**config.mk**
```make
export PLATFORM = sky130hd
export DESIGN_NAME = mem_lsu_flat
export DESIGN_NICKNAME = d
export VERILOG_FILES = /design/src/rtl/mem_lsu_if.sv /design/src/rtl/mem_lsu.sv /design/src/flat_wrapper.sv
export SDC_FILE = /design/constraint.sdc
export NUM_CORES = 1
export LEC_CHECK = 0
export BUFFER_PORTS_ARGS = -buffer_cell sky130_fd_sc_hd__buf_2
export CAP_MARGIN = 20
export CORE_MARGIN = 2
export CORE_UTILIZATION = 40
export CTS_BUF_LIST = sky130_fd_sc_hd__clkbuf_16
export DETAILED_ROUTE_END_ITERATION = 10
export GPL_TIMING_DRIVEN = 1
export MAX_ROUTING_LAYER = met4
export PLACE_DENSITY = 0.7
export SYNTH_ARGS = -nofsm -noshare
export SYNTH_HDL_FRONTEND = slang
export SYNTH_SLANG_ARGS = --single-unit
```
**constraint.sdc**
```tcl
create_clock -name clk -period 1.9 [get_ports clk]
set_input_delay 0.19 -clock clk [delete_from_list [all_inputs] [get_ports clk]]
set_output_delay 0.19 -clock clk [all_outputs]
set_load 0.1 [all_outputs]
```
**src/rtl/mem_lsu_if.sv**
```systemverilog
// Data-memory request bus: req/gnt command phase, rvalid response phase.
interface mem_lsu_if;
    logic        dmem_req;
    logic        dmem_we;
    logic [31:0] dmem_addr;
    logic [3:0]  dmem_be;
    logic [31:0] dmem_wdata;
    logic        dmem_gnt;
    logic        dmem_rvalid;
    logic [31:0] dmem_rdata;

    modport master (
        output dmem_req,
        output dmem_we,
        output dmem_addr,
        output dmem_be,
        output dmem_wdata,
        input  dmem_gnt,
        input  dmem_rvalid,
        input  dmem_rdata
    );

    modport slave (
        input  dmem_req,
        input  dmem_we,
        input  dmem_addr,
        input  dmem_be,
        input  dmem_wdata,
        output dmem_gnt,
        output dmem_rvalid,
        output dmem_rdata
    );
endinterface

```
**src/rtl/mem_lsu.sv**
```systemverilog
// Memory-stage load/store unit: issues one data-memory access per instruction,
// stalls the pipeline until it completes, and aligns/extends load data.
module mem_lsu #(
    parameter int unsigned MAX_WAIT = 255
) (
    input  logic         clk,
    input  logic         rst_n,
    input  logic         valid_in,
    input  logic         mem_rd_en_in,
    input  logic         mem_wr_en_in,
    input  logic [2:0]   funct3_in,
    input  logic [31:0]  alu_result_in,
    input  logic [31:0]  wr_data_in,
    mem_lsu_if.master    dmem,
    output logic [31:0]  mem_rd_data_out,
    output logic         lsu_stall,
    output logic         misaligned_out,
    output logic         timeout_out
);

    localparam int unsigned CntW = $clog2(MAX_WAIT + 1);
    localparam logic [CntW-1:0] CntLast = CntW'(MAX_WAIT - 1);

    typedef enum logic [1:0] {StIdle, StReq, StWait, StDone} state_t;

    state_t          state_q, state_d;
    logic [CntW-1:0] cnt_q, cnt_d;
    logic            timeout_q, timeout_d;

    logic            we_q;
    logic [31:0]     addr_q;
    logic [3:0]      be_q;
    logic [31:0]     wdata_q;
    logic [2:0]      f3_q;
    logic [1:0]      off_q;
    logic [31:0]     rd_data_q;

    logic            access;
    logic            is_byte;
    logic            is_half;
    logic            misaligned;
    logic [1:0]      off;
    logic [3:0]      st_be;
    logic [31:0]     st_wdata;
    logic            latch;
    logic            capture;
    logic [7:0]      ld_byte;
    logic [15:0]     ld_half;
    logic [31:0]     ld_data;

    // Decode the instruction in EX/MEM: size, alignment and store lanes.
    // funct3[1:0] of 10/11 both decode as word, so unsupported codes act as W.
    always_comb begin
        access     = valid_in & (mem_rd_en_in | mem_wr_en_in);
        off        = alu_result_in[1:0];
        is_byte    = (funct3_in[1:0] == 2'b00);
        is_half    = (funct3_in[1:0] == 2'b01);
        misaligned = is_half ? off[0] : (!is_byte && (off != 2'b00));
        st_be      = 4'b1111;
        st_wdata   = wr_data_in;
        if (is_byte) begin
            st_be    = 4'b0001 << off;
            st_wdata = {4{wr_data_in[7:0]}};
        end else if (is_half) begin
            st_be    = 4'b0011 << off;
            st_wdata = {2{wr_data_in[15:0]}};
        end
    end

    // Next-state, stall and request control.
    always_comb begin
        state_d        = state_q;
        cnt_d          = cnt_q;
        timeout_d      = 1'b0;
        latch          = 1'b0;
        capture        = 1'b0;
        dmem.dmem_req  = 1'b0;
        lsu_stall      = 1'b0;
        misaligned_out = 1'b0;
        unique case (state_q)
            StIdle: begin
                if (access) begin
                    if (misaligned) begin
                        misaligned_out = 1'b1;
                    end else begin
                        lsu_stall = 1'b1;
                        latch     = 1'b1;
                        cnt_d     = '0;
                        state_d   = StReq;
                    end
                end
            end
            StReq: begin
                dmem.dmem_req = 1'b1;
                lsu_stall     = 1'b1;
                cnt_d         = cnt_q + CntW'(1);
                if (dmem.dmem_gnt) begin
                    state_d = we_q ? StDone : StWait;
                end else if (cnt_q == CntLast) begin
                    state_d   = StDone;
                    timeout_d = 1'b1;
                end
            end
            StWait: begin
                lsu_stall = 1'b1;
                cnt_d     = cnt_q + CntW'(1);
                if (dmem.dmem_rvalid) begin
                    capture = 1'b1;
                    state_d = StDone;
                end else if (cnt_q == CntLast) begin
                    state_d   = StDone;
                    timeout_d = 1'b1;
                end
            end
            StDone: begin
                // Release the pipeline for one cycle; never start a new access here.
                state_d = StIdle;
            end
            default: state_d = StIdle;
        endcase
    end

    // FSM state, wait counter and registered timeout pulse.
    always_ff @(posedge clk or negedge rst_n) begin
        if (!rst_n) begin
            state_q   <= StIdle;
            cnt_q     <= '0;
            timeout_q <= 1'b0;
        end else begin
            state_q   <= state_d;
            cnt_q     <= cnt_d;
            timeout_q <= timeout_d;
        end
    end

    // Request fields are captured on issue and held stable until grant.
    always_ff @(posedge clk or negedge rst_n) begin
        if (!rst_n) begin
            we_q    <= 1'b0;
            addr_q  <= '0;
            be_q    <= '0;
            wdata_q <= '0;
            f3_q    <= '0;
            off_q   <= '0;
        end else if (latch) begin
            we_q    <= mem_wr_en_in;
            addr_q  <= {alu_result_in[31:2], 2'b00};
            be_q    <= mem_wr_en_in ? st_be : 4'b1111;
            wdata_q <= st_wdata;
            f3_q    <= funct3_in;
            off_q   <= off;
        end
    end

    // Select and extend the addressed lane of the returned word.
    always_comb begin
        ld_byte = dmem.dmem_rdata[8*off_q +: 8];
        ld_half = dmem.dmem_rdata[16*off_q[1] +: 16];
        unique case (f3_q)
            3'b000:  ld_data = {{24{ld_byte[7]}}, ld_byte};
            3'b001:  ld_data = {{16{ld_half[15]}}, ld_half};
            3'b100:  ld_data = {24'h0, ld_byte};
            3'b101:  ld_data = {16'h0, ld_half};
            default: ld_data = dmem.dmem_rdata;
        endcase
    end

    // Load result register: only a completed load updates it.
    always_ff @(posedge clk or negedge rst_n) begin
        if (!rst_n) begin
            rd_data_q <= '0;
        end else if (capture) begin
            rd_data_q <= ld_data;
        end
    end

    assign dmem.dmem_we    = we_q;
    assign dmem.dmem_addr  = addr_q;
    assign dmem.dmem_be    = be_q;
    assign dmem.dmem_wdata = wdata_q;
    assign mem_rd_data_out = rd_data_q;
    assign timeout_out     = timeout_q;

endmodule
```
**src/flat_wrapper.sv**
```systemverilog
// flat-port wrapper written by rule: the top's interface ports become plain ports
module mem_lsu_flat 
#(
    parameter int unsigned MAX_WAIT = 255
)
  (clk, rst_n, valid_in, mem_rd_en_in, mem_wr_en_in, funct3_in, alu_result_in, wr_data_in, mem_rd_data_out, lsu_stall, misaligned_out, timeout_out, dmem_dmem_req, dmem_dmem_we, dmem_dmem_addr, dmem_dmem_be, dmem_dmem_wdata, dmem_dmem_gnt, dmem_dmem_rvalid, dmem_dmem_rdata);
  mem_lsu_if dmem_i ();
  input  logic clk;
  input  logic rst_n;
  input  logic valid_in;
  input  logic mem_rd_en_in;
  input  logic mem_wr_en_in;
  input  logic [2:0] funct3_in;
  input  logic [31:0] alu_result_in;
  input  logic [31:0] wr_data_in;
  output logic [31:0] mem_rd_data_out;
  output logic lsu_stall;
  output logic misaligned_out;
  output logic timeout_out;
  output wire logic [$bits(dmem_i.dmem_req)-1:0] dmem_dmem_req;
  output wire logic [$bits(dmem_i.dmem_we)-1:0] dmem_dmem_we;
  output wire logic [$bits(dmem_i.dmem_addr)-1:0] dmem_dmem_addr;
  output wire logic [$bits(dmem_i.dmem_be)-1:0] dmem_dmem_be;
  output wire logic [$bits(dmem_i.dmem_wdata)-1:0] dmem_dmem_wdata;
  input wire logic [$bits(dmem_i.dmem_gnt)-1:0] dmem_dmem_gnt;
  input wire logic [$bits(dmem_i.dmem_rvalid)-1:0] dmem_dmem_rvalid;
  input wire logic [$bits(dmem_i.dmem_rdata)-1:0] dmem_dmem_rdata;
  assign dmem_dmem_req = dmem_i.dmem_req;
  assign dmem_dmem_we = dmem_i.dmem_we;
  assign dmem_dmem_addr = dmem_i.dmem_addr;
  assign dmem_dmem_be = dmem_i.dmem_be;
  assign dmem_dmem_wdata = dmem_i.dmem_wdata;
  assign dmem_i.dmem_gnt = dmem_dmem_gnt;
  assign dmem_i.dmem_rvalid = dmem_dmem_rvalid;
  assign dmem_i.dmem_rdata = dmem_dmem_rdata;
  mem_lsu #(.MAX_WAIT(MAX_WAIT)) u_core (.clk(clk), .rst_n(rst_n), .valid_in(valid_in), .mem_rd_en_in(mem_rd_en_in), .mem_wr_en_in(mem_wr_en_in), .funct3_in(funct3_in), .alu_result_in(alu_result_in), .wr_data_in(wr_data_in), .dmem(dmem_i), .mem_rd_data_out(mem_rd_data_out), .lsu_stall(lsu_stall), .misaligned_out(misaligned_out), .timeout_out(timeout_out));
endmodule
```
==> impl_metrics.tcl <==
set metrics [dict create \
    tns_ns -0.403 \
    synth_ff_type "dfrtp_1" \
    hp-class "primary input to flop" \
    cts_buffer_depth 2 \
    critPathArrivalTime_ns 2.32 \
    final_common_cell "buf_2" \
    syn2layout_area_growth_pct 42.5 \
    rows 43 \
    drt-vias-per-instance 5.09 \
    place_inst 994 \
    cts_tree "built" \
    insertion_delay_ns 0.41 \
    grt_pass1_wl_um 26700 \
    drt-pass1-iter-count 4 \
    gp_congestion 0.836 \
    tightest_slew_ns 0.677 \
    yosys_warnings 0 \
    drt_wl_total_um 17000 \
    drv_cap 0 \
    initial_core_util_pct 40.5 \
    critPathLaunchType "flop" \
    cp.required_ns 2.22 \
    finalMaxSlewViolations 0 \
    fin_nets 990 \
    synthCells 617 \
    reg2reg_depth 8 \
    crit_fanout 7 \
    die_x_um 122 \
    worst-r2r-setup-slack_ns -0.10 \
    end_kind "flop" \
    grt_overflow 0 \
    syn_area_um2 5580 \
    drtIter0Drc 379 \
    rsz0062_at_grt "yes" \
    synth_compound_area_share_pct 14.9 \
    fin_ws_ns -0.102 \
    core_region_area_um2 13800 \
    die_h_um 122 \
    io_buffer_count 208 \
    dieArea_um2 14900 \
    grt_max_degree 43 \
    route.vias.total 5402 \
    fin_crit_sh_pct 105 \
    cts.sinks 115 \
    regToRegEndpoint "u_core.cnt_q[4]" \
    antenna_cells 0 \
    dpl.hpwl_um 11800 \
    synthMuxAreaShare_pct 6.51 \
    r2r_start "u_core.state_q[0]" \
    setup_viol 7 \
    drive_above_1_share_pct 33.3 \
    htreeDepth 4 \
    seq_area_frac_synth_pct 51.6 \
    synth-adder-area-share_pct 2.69 \
    ys_ff_latch 115 \
    slew_headroom_pct 54.8 \
    worstHoldPathCells 3 \
    synth_top_family_by_area "simple AND/OR/NAND/NOR gates" \
    drc 0 \
    clockRootBuffer "clkbuf_16" \
    worstHoldStart "wr_data_in[1]" \
    ant_nets 0 \
    ios 211 \
    grt_pass1_vias 5386 \
    cts_buffers 17 \
    ys_types 47 \
    yosys.area_share.simple_pct 20.3 \
    final_cell_mix "204 x buf_2, 186 x nand2_1, 115 x dfrtp_1, 38 x nor2_1, 36 x o21ai_1" \
    worstSetupPathType "flop to flop" \
    grtUsageTotal_pct 23.9 \
    fin_worst_skew_ns 0.00683 \
    synthArstFlopShare_pct 100 \
    synth_edf_count 0 \
    layout.cells.non_filler 1061 \
    fmax_mhz 500 \
    run_status "complete, but fails checks" \
    hold_viol_final 0 \
    wl_per_cell_um 16.0 \
    synth-xor-area-share_pct 0 \
    whs_endpoint "u_core.dmem.dmem_wdata[1]" \
    syn_area_per_cell_um2 9.04 \
    fin_crit_ns 2.00 \
    cts.clk_slew.worst_paths_ns 0.05 \
    antenna_found_initial 0 \
    violations "setup timing" \
]
metal layers:
layer | GRT usage [%] | part of all wire [%] | wire (µm)
met5 | - | 0 | 0
met2 | 37.5 | 48 | 8160
met3 | 6.09 | 8.0 | 1350
met4 | 9.84 | 1.7 | 288
met1 | 29.6 | 42 | 7160
through the flow:
| step | worst slack [ns] | hold WS, ns | utilization (%) | area, µm² |
|---|---|---|---|---|
| floorplan | -0.315 | -0.106 | - | 5620 |
| global placement | 0.0134 | 0.157 | 50.8 | 6990 |
| detailed placement | -0.0632 | 0.159 | 50.8 | 6990 |
| CTS | -0.153 | 0.00530 | 57.3 | 7890 |
| global route | -0.193 | 0.0335 | 57.7 | 7950 |
| finish | -0.102 | 0.0285 | 57.7 | 7950 |
cell usage after synthesis, types with 10 or more instances:
master	number	area share, %
a21oi_1	21	1.9
nand2_1	186	13
dfrtp_1	115	52
o31ai_1	10	1.3
ha_1	12	2.7
nand3_1	18	1.6
o21ai_1	39	3.5
mux2i_1	25	4.5
inv_1	10	0.67
o21ai_0	18	1.6
nor2_1	39	2.6
clkbuf_1	29	2.0
a22oi_1	11	1.5
final cells by class:
type                       count  area (µm²)
fill                        1282        5820
sequential                   115        2880
multi-input combinational    451        2560
timing repair buffer         276        1720
clock buffer                  17         425
tap                          180         225
clock inverter                11         100
inverter                      11        41.3
kinds of logic after synthesis:
kind of cell / count (synthesis)
adders and majority gates: 12
AOI/OAI and AO/OA: 132
and+or+nand+nor: 271
buffers and inverters: 52
other: 1
DFF: 115
muxes: 34
what timing repair did:
item | in CTS | in global routing
gates resized for setup | 3 | 11
hold buffers | 32 | 0
pin swaps | 3 | 7
setup buffers | 6 | 1
setup endpoints to repair | 5 | 10
hold endpoints to repair | 58 | 0
critical path, stage by stage (launching register included):
cell,delay (ns)
dfrtp_1,0.36
inv_2,0.06
ha_4,0.15
buf_4,0.12
buf_6,0.11
and4b_1,0.16
a2111o_1,0.40
or2_4,0.33
o31ai_4,0.22
registers in the layout, summed over array words and instances (netlist names):
name / flops
u_core.dmem.dmem_wdata: 32
u_core.mem_rd_data_out: 32
u_core.dmem.dmem_addr: 30
u_core.cnt_q: 8
u_core.dmem.dmem_be: 4
u_core.f3_q: 3
u_core.off_q: 2
u_core.state_q: 2
u_core.dmem.dmem_we: 1
u_core.timeout_out: 1
worst max-delay path by stage:
stage / startpoint / endpoint / slack, ns / depth (start not counted)
2_1_floorplan: u_core.state_q[0] / misaligned_out / -0.32 / 4
3_3_place_gp: alu_result_in[0] / u_core.cnt_q[5] / 0.01 / 7
3_5_place_dp: alu_result_in[1] / u_core.cnt_q[5] / -0.06 / 7
4_1_cts: u_core.state_q[1] / lsu_stall / -0.15 / 6
5_1_grt: u_core.state_q[1] / lsu_stall / -0.19 / 6
6_report: u_core.state_q[0] / u_core.cnt_q[4] / -0.10 / 8
Power is left out: the tool's default activity adds up to more than one toggle a clock period on the data nets, which glitch-free logic cannot reach.
